--- config.mk ---
export PLATFORM = sky130hd
export DESIGN_NAME = rr_mux_arbiter
export DESIGN_NICKNAME = d
export VERILOG_FILES = /design/src/rtl/rr_mux_arbiter.sv
export SDC_FILE = /design/constraint.sdc
export NUM_CORES = 1
export LEC_CHECK = 0
export CAP_MARGIN = 40
export CORE_ASPECT_RATIO = 1.25
export CORE_MARGIN = 4
export CORE_UTILIZATION = 40
export CTS_CLUSTER_DIAMETER = 80
export DETAILED_ROUTE_END_ITERATION = 12
export MAX_ROUTING_LAYER = met4
export PLACE_DENSITY = 0.68
export SYNTH_ARGS = -nofsm -noshare
export SYNTH_HDL_FRONTEND = slang
export SYNTH_SLANG_ARGS = --single-unit
--- constraint.sdc ---
create_clock -name clk -period 4.58 [get_ports clk]
set_input_delay 0.916 -clock clk [delete_from_list [all_inputs] [get_ports clk]]
set_output_delay 0.916 -clock clk [all_outputs]
set_load 0.01 [all_outputs]
--- src/rtl/rr_mux_arbiter.sv ---
// Four-way round-robin arbiter with a hold-time limit, driving a shared
// single-bit mux output from the current owner's data bit.
module rr_mux_arbiter #(
  parameter int MAX_HOLD = 4
) (
  input  logic       clk,
  input  logic       reset,
  input  logic [3:0] req,
  input  logic [3:0] c,
  output logic [3:0] gnt,
  output logic [1:0] sel,
  output logic       valid,
  output logic       z
);

  typedef enum logic {
    IDLE,
    BUSY
  } state_t;

  localparam logic [7:0] HoldLast = 8'(MAX_HOLD - 1);

  state_t     r_state;
  logic [1:0] r_ptr;
  logic [7:0] r_cnt;
  logic [3:0] r_gnt;
  logic [1:0] r_sel;
  logic       r_valid;

  logic       w_anyReq;
  logic [1:0] w_winner;
  logic       w_release;

  // First set request at or after the pointer, wrapping modulo 4.
  always_comb begin
    logic       found;
    logic [1:0] idx;
    found    = 1'b0;
    idx      = r_ptr;
    w_winner = r_ptr;
    for (int i = 0; i < 4; i++) begin
      idx = r_ptr + 2'(i);
      if (!found && req[idx]) begin
        w_winner = idx;
        found    = 1'b1;
      end
    end
  end

  assign w_anyReq  = |req;
  assign w_release = (r_state == BUSY) && (!req[r_sel] || (r_cnt == HoldLast));

  // The owner is the last candidate in the scan after its own grant, so a
  // timeout hands over to any other requester and re-grants only if alone.
  always_ff @(posedge clk or posedge reset) begin
    if (reset) begin
      r_state <= IDLE;
      r_ptr   <= 2'd0;
      r_cnt   <= 8'd0;
      r_gnt   <= 4'b0000;
      r_sel   <= 2'd0;
      r_valid <= 1'b0;
    end else begin
      case (r_state)
        IDLE: begin
          if (w_anyReq) begin
            r_state <= BUSY;
            r_gnt   <= 4'b0001 << w_winner;
            r_sel   <= w_winner;
            r_valid <= 1'b1;
            r_ptr   <= w_winner + 2'd1;
            r_cnt   <= 8'd0;
          end
        end
        BUSY: begin
          if (w_release) begin
            if (w_anyReq) begin
              r_state <= BUSY;
              r_gnt   <= 4'b0001 << w_winner;
              r_sel   <= w_winner;
              r_valid <= 1'b1;
              r_ptr   <= w_winner + 2'd1;
              r_cnt   <= 8'd0;
            end else begin
              r_state <= IDLE;
              r_gnt   <= 4'b0000;
              r_valid <= 1'b0;
              r_cnt   <= 8'd0;
            end
          end else begin
            r_cnt <= r_cnt + 8'd1;
          end
        end
        default: begin
          r_state <= IDLE;
          r_gnt   <= 4'b0000;
          r_valid <= 1'b0;
          r_cnt   <= 8'd0;
        end
      endcase
    end
  end

  assign gnt   = r_gnt;
  assign sel   = r_sel;
  assign valid = r_valid;
  assign z     = r_valid ? c[r_sel] : 1'b0;

endmodule

# Word-level counts from Yosys, hierarchy flattened
# Cells that the tools add are included.
totals:
  ff_bits: 18
  inputBits: 10
  elab_cells: 70
op_classes:
  addsub: 5
  magnitude_cmp: 5
  n_eq_ne: 3
  n_shift: 1
  mux: 38
  bitwise: 1
  reduce_logical: 11
ops:
  columns: ["operator", "n"]
  rows:
  - ["$mux 8", 2]
  - ["$pmux 8 s2", 1]
  - ["$lt 2x3->1 const B", 5]
  - ["$mux 1", 14]
  - ["$mux 2", 7]
  - ["$bmux 1 s2", 6]
  - ["$mux 4", 3]
  - ["$add 8x1->8 const B", 1]
  - ["$eq 8x2->1 const B", 1]
  - ["$pmux 2 s2", 2]
  - ["$pmux 4 s2", 1]
  - ["$add 2x1->2 const B", 2]
  - ["$add 2x2->2 const B", 2]
  - ["$logic_and 1x1->1", 4]
  - ["$logic_not 1->1", 4]
  - ["$pmux 1 s2", 2]
  - ["$reduce_or 4->1", 1]
  - ["$shl 1x2->4 const A", 1]
  - ["$ne 2x1->1 const B", 1]
  - ["$ne 2x2->1 const B", 1]
  - ["$reduce_and 2->1", 1]
  - ["$logic_or 1x1->1", 1]
  - ["$not 1->1", 1]

# Logic depth before layout (Yosys ltp)
# Gate-level depths: netlist of run 1.
depth:
  ltp_word: 16
  mapped_depth: 7

# Worst setup path after synthesis of run 1
# OpenSTA, ideal clock, no wires.
synth_path:
  path_type: "in2out"
  start: "in c[1]"
  end: "out z"
  arrival_time_ns: 1.569
  required_time_ns: 3.664
  path_slack_ns: 2.095
  path_stages: 2
  n_path_buf: 0
  cell_sequence: "mux4_1 and2_1"
synth_between:
  elab_chain_cells: 3
synth_lines:
  columns: ["element", "line_no", "text"]
  rows:
  - ["from (decl)", "9", "input logic [3:0] c,"]
  - ["$bmux 1 s2", "107", "assign z = r_valid ? c[r_sel] : 1'b0;"]
  - ["$mux 1 (implied by the code)", "107", null]
  - ["$mux 1", "107", null]
  - ["to (decl)", "13", "output logic z"]
# Every way passes these cells. The select of a mux whose other input is x is not followed.

# Worst setup path after layout of run 1
# Same ends and word-level chain as after synthesis.

==> impl_metrics.yaml, run 1 <==
status:
  status: "finished, final reports clean"
clock_tree:
  ctsHtreeMaxLevel: 1
  cts_tree: "done"
  cts.clk_slew.worst_paths_ps: 100
  clk_latency_ps: 290
  post-cts-setup-buffer-count: 0
  cts_root_buffer: "clkbuf_4"
  clock-sinks: 18
  numCtsBuffers: 3
  clk_path_buf_depth: 2
  holdBufCountCts: 0
  cts_resized: 0
synthesis:
  synthArstFlopShare_pct: 100
  yosysWarnings: 0
  synth_top_area_share_pct: 42.1
  netlist_instances: 105
  synthesis.nets: 120
  synth_seq_cells: 18
  ys_seq_area_share_pct: 42.1
  synth_top_flop_cell: "dfrtp_1"
  ys_types: 37
  synth_edf_count: 0
  synth_area_leaders: "dfrtp_1 (42%), ha_1 (5.8%), o21ai_0 (4.7%)"
  synth_area_um2: 1070
  avgSynthCellArea_um2: 10.2
  synth_top_cell_by_area: "dfrtp_1"
timing:
  slew_headroom_pct: 56.1
  tns_ps: 0
  skew_ps: 5.42
  finalCritPeriodShare_pct: 72.8
  maxSlewViolCount: 0
  worstMarginPinSlew_ps: 657
  rsz0062_at_grt: "no"
  min_period_ps: 3330
  max_freq_mhz: 300
  setup_violations: 0
  hold_viol_final: 0
place:
  io_buffers: 17
  place_area_um2: 1250
  gp_congestion: 0.794
  dp_hpwl_um: 1690
floorplanning:
  core-area_um2: 2500
  ios: 18
  rows: 20
  dieArea_um2: 3570
  die-width_um: 54.3
  die_h_um: 65.8
  start_util_pct: 42.8
power_and_ir_drop:
  p_leak_nw: 0.550
  power-per-cell-area_nw_per_um2: 535
  peakVddDrop_uv: 319
layout:
  antenna_cells: 0
  finalNetCount: 139
  final_util_pct: 51.6
  fin_area_um2: 1290
  drive_gt1_share_pct: 10.6
  area.growth.synth_to_final_pct: 20.6
  fill_cells: 243
flow_run:
  cap_violations: 0
detailed_routing:
  ant_nets: 0
  drc: 0
  dr.first_iter.drc_count: 41
  routed_via_density: 5.37
  wl_per_cell_um: 14.3
  drt-total-wl_um: 2230
  vias: 838
  dr.pass1.iters: 4
setup_path:
  startpoint_type: "input port"
  critPathRequiredTime_ps: 3660
  rr_worst_depth: 5
  r2r_slack_ps: 2540
  worstPathMaxFanout: 1
  worstPathCellList: "clkdlybuf4s50_1 > mux4_1 > and2_1 > clkdlybuf4s50_1"
  cp_slowest_stage_delay_ps: 470
  crit_type: "in -> out"
  crit_end: "z"
  cp.arrival_ps: 2420
  critical-path-slowest-cell: "mux4_1"
  r2r-start: "r_cnt[0]$_DFFE_PP0P_"
  cpMostUsedCell: "clkdlybuf4s50_1"
  r2r-end: "gnt[0]$_DFFE_PP0P_"
  crit_path_end_kind: "output port"
  worstSetupStartpoint: "c[1]"
global_routing:
  gr-total-overflow: 0
  grt_start_max_net_pins: 19
  grt_usage_pct: 15.3
  grt_pass1_vias: 852
  antenna_found_initial: 0
  grt_pass1_wl_um: 3990
min_path:
  hp-class: "reg -> reg"
[layout by cell type, fill, tap and decap left out, types with 4 or more instances in the layout]
cell type,count
nand2_1,9
o21ai_0,10
ha_1,5
clkdlybuf4s50_1,17
mux2_2,4
inv_1,9
dfrtp_1,18
a32o_1,4
[layout make-up]
class	instances	area [um^2]	share of cell area [%]
multi-input combinational	75	558	43.3
inverter	9	33.8	2.62
sequential	18	450	34.9
clock buffer	4	36.3	2.81
timing repair buffer	17	170	13.2
tap	33	41.3	3.20
[registers in the layout, indices dropped and copies added, names as in the netlist]
register and flops:
r_ptr 2, valid 1, r_cnt 8, r_state 1, gnt 4, sel 2
[worst min-delay path by stage]
stage	start	to	cells past startpoint	slack (ps)
3_5_place_dp	gnt[3]$_DFFE_PP0P_	gnt[3]$_DFFE_PP0P_	1	480
3_3_place_gp	gnt[3]$_DFFE_PP0P_	gnt[3]$_DFFE_PP0P_	1	480
2_1_floorplan	r_cnt[1]$_DFFE_PP0P_	r_cnt[1]$_DFFE_PP0P_	2	500
6_report	gnt[3]$_DFFE_PP0P_	gnt[3]$_DFFE_PP0P_	1	510
4_1_cts	gnt[3]$_DFFE_PP0P_	gnt[3]$_DFFE_PP0P_	1	510
5_1_grt	gnt[2]$_DFFE_PP0P_	gnt[2]$_DFFE_PP0P_	1	540
[per-layer routing]
metal / wire [um] / up-vias / GRT usage [%]
met3: 47 / 2 / 1.35
met2: 1210 / 11 / 25.6
met1: 960 / 404 / 19.1
met4: 6 / 0 / 4.67
met5: 0 / - / -
li1: - / 421 / -
[cells in the mapped netlist (2+ instances only)]
library cell,n
a211oi_1,2
a21o_1,2
a22o_1,2
a32o_1,4
buf_6,2
dfrtp_1,18
ha_1,5
inv_1,9
mux2_2,4
mux2i_1,2
nand2_1,9
nand3_1,3
nor2_1,2
nor2b_1,3
nor3_1,3
o21ai_0,10
o21ai_2,3
or3_1,3
[critical path: cells and delay by family]
kind	cells	cell delay [ps]
buffers and inverters	2	860
muxes	1	470
and+or+nand+nor	1	160
[metrics by stage]
stage | total power, mW | hold WS (ps) | cells | setup WS (ps)
2_1_floorplan | 0.495 | 497 | 105 | 2100
3_3_place_gp | 0.589 | 480 | 152 | 1250
3_5_place_dp | 0.604 | 484 | 152 | 1230
4_1_cts | 0.701 | 508 | 156 | 1230
5_1_grt | 0.752 | 542 | 156 | 1170
6_report | 0.690 | 506 | 156 | 1250
[cell families (layout without fill, tap and decap cells)]
logic type | count (synthesis) | after routing | synth area share (%)
compound gates | 32 | 32 | 22.0
xor+xnor | 1 | 1 | 0.819
fa+ha+maj | 5 | 5 | 5.85
buf+inv | 12 | 30 | 5.73
flops | 18 | 18 | 42.1
mux | 7 | 7 | 8.54
simple gates | 30 | 30 | 15.0
[report_power, final]
group	internal (mW)	switching, mW	total [mW]
Combinational	0.175	0.162	0.336
Sequential	0.209	0.0513	0.260
Clock	0.0484	0.0456	0.0940
Total	0.432	0.259	0.690
(Power assumes the default switching activity.)
==> run 2, diff against run 1 <==
--- a/config.mk
+++ b/config.mk
@@ -12,7 +12,7 @@
 export CTS_CLUSTER_DIAMETER = 80
 export DETAILED_ROUTE_END_ITERATION = 12
 export MAX_ROUTING_LAYER = met4
-export PLACE_DENSITY = 0.68
+export PLACE_DENSITY = 0.7
 export SYNTH_ARGS = -nofsm -noshare
 export SYNTH_HDL_FRONTEND = slang
 export SYNTH_SLANG_ARGS = --single-unit
==> constraint.sdc (replaced) <==
create_clock -name clk -period 2.8 [get_ports clk]
set_input_delay 0.56 -clock clk [delete_from_list [all_inputs] [get_ports clk]]
set_output_delay 0.56 -clock clk [all_outputs]
set_load 0.01 [all_outputs]
==> run 2 against run 1 <==
Effect of this change:
- worst hold slack worse by 2.7 ps
- final cell count is 0.64% higher
- count of clock-buffer cells in the layout stayed put
- sequential share of layout area is 0.20 points lower
- critical endpoint unchanged
- largest power group unchanged
==> impl_metrics.yaml, run 2 (synthesis results as in run 1) <==
timing:
  min_period_ps: 2620
  finalCritPeriodShare_pct: 93.5
  worstMarginPinSlew_ps: 692
  maxSlewViolCount: 0
  rsz0062_at_grt: "no"
  hold_viol_final: 0
  setup_violations: 0
  max_freq_mhz: 382
  tns_ps: 0
  fin_ws_ps: 181
  slew_headroom_pct: 53.8
  skew_ps: 1.99
place:
  dp_hpwl_um: 1690
  dp_worst_setup_slack_ps: 174
  gp_congestion: 0.805
  io_buffers: 17
detailed_routing:
  ant_nets: 0
  dr.first_iter.drc_count: 25
  dr.pass1.iters: 4
  routed_via_density: 5.43
  vias: 853
  drc: 0
  wl_per_cell_um: 14.2
  drt-total-wl_um: 2230
setup_path:
  r2r_slack_ps: 780
  worstSetupStartpoint: "c[1]"
  worstPathMaxFanout: 1
  startpoint_type: "input port"
  r2r-start: "r_cnt[0]$_DFFE_PP0P_"
  cpMostUsedCell: "clkdlybuf4s50_1"
  critPathRequiredTime_ps: 2240
  cp.depth: 4
  worstPathCellList: "clkdlybuf4s50_1 > mux4_1 > and2_1 > clkdlybuf4s50_1"
  cp_slowest_stage_delay_ps: 480
  cp.arrival_ps: 2060
  worst-path-buf-inv: 2
  crit_path_end_kind: "output port"
  crit_end: "z"
  crit_family: "buffers and inverters"
  rr_worst_depth: 5
  critical-path-slowest-cell: "mux4_1"
  r2r-end: "gnt[0]$_DFFE_PP0P_"
  crit_type: "in -> out"
layout:
  finalNetCount: 140
  regMostFlops: "r_cnt"
  final_common_cell: "dfrtp_1"
  multi_input_area_um2: 558
  antenna_cells: 0
  drive_gt1_share_pct: 11.3
  area.growth.synth_to_final_pct: 21.3
  seq_area_um2: 450
  largest_reg_flops: 8
  layout_common_cells: "dfrtp_1 (18), clkdlybuf4s50_1 (17), o21ai_0 (10)"
  fill_cells: 235
clock_tree:
  clk_path_buf_depth: 2
  clock-sinks: 18
  clk_latency_ps: 290
  cts_resized: 0
  ctsHtreeMaxLevel: 1
  holdBufCountCts: 0
  cts_tree: "done"
  numCtsBuffers: 3
  cts_root_buffer: "clkbuf_4"
  post-cts-setup-buffer-count: 0
  cts.clk_slew.worst_paths_ps: 110
floorplanning:
  start_util_pct: 42.8
  die-width_um: 54.3
  core-area_um2: 2500
  ios: 18
  dieArea_um2: 3570
  rows: 20
  die_h_um: 65.8
global_routing:
  grt_pass1_vias: 908
  grt_usage_pct: 14.4
  antenna_found_initial: 0
  grt_pass1_wl_um: 3800
  grt_start_max_net_pins: 19
  gr-total-overflow: 0
min_path:
  hp-class: "reg -> reg"
power_and_ir_drop:
  peakVddDrop_uv: 508
  p_leak_nw: 0.555
  power-per-cell-area_nw_per_um2: 887
flow_run:
  cap_violations: 0
status:
  status: "finished, final reports clean"
-- run 2: cell count changes in the layout (fill, tap and decap cells not counted) --
cell   before  now
buf_4       0    1
-- run 2: report_power, final --
part | internal, mW | switching, mW | total, mW
clock | 0.0791 | 0.0856 | 0.165
sequential | 0.341 | 0.0846 | 0.426
combinational | 0.294 | 0.267 | 0.561
-- run 2: area by class of cell --
| type | count | share of cell area, % |
|---|---|---|
| sequential | 18 | 34.7 |
| timing repair buffer | 18 | 13.7 |
| inverter | 9 | 2.60 |
| multi-input combinational | 75 | 43.0 |
| tap | 33 | 3.18 |
| clock buffer | 4 | 2.80 |
-- run 2: layer usage --
layer / GRT usage (%) / wire length [um]
met5: - / 0
met4: 4.36 / 4
met3: 1.58 / 32
met2: 26.5 / 1240
met1: 15.7 / 959
-- run 2: stage by stage --
| step | cells | util [%] | cell area [um^2] | power (mW) | hold WS [ps] |
|---|---|---|---|---|---|
| floorplan | 105 | - | 1070 | 0.809 | 497 |
| detailed placement | 153 | 50.4 | 1260 | 1.00 | 483 |
| finish | 157 | 51.8 | 1300 | 1.15 | 504 |
| global route | 157 | 51.8 | 1300 | 1.24 | 540 |
| global placement | 153 | 50.4 | 1260 | 0.973 | 480 |
| CTS | 157 | 51.8 | 1300 | 1.16 | 507 |
-- run 2: worst min path at each step --
stage                               to               start  cells past startpoint  slack (ps)
floorplan           gnt[0]$_DFFE_PP0P_               reset                      1         500
global placement    gnt[2]$_DFFE_PP0P_  gnt[2]$_DFFE_PP0P_                      1         480
detailed placement  gnt[3]$_DFFE_PP0P_  gnt[3]$_DFFE_PP0P_                      1         480
CTS                 gnt[3]$_DFFE_PP0P_  gnt[3]$_DFFE_PP0P_                      1         510
global route        gnt[2]$_DFFE_PP0P_  gnt[2]$_DFFE_PP0P_                      1         540
finish              gnt[2]$_DFFE_PP0P_  gnt[2]$_DFFE_PP0P_                      1         500
==> run 3, diff against run 2 <==
--- a/config.mk
+++ b/config.mk
@@ -5,7 +5,7 @@
 export SDC_FILE = /design/constraint.sdc
 export NUM_CORES = 1
 export LEC_CHECK = 0
-export CAP_MARGIN = 40
+export CAP_MARGIN = 20
 export CORE_ASPECT_RATIO = 1.25
 export CORE_MARGIN = 4
 export CORE_UTILIZATION = 40
==> results of run 3 <==
Final layout, timing and power as in run 2 (identical DEF).
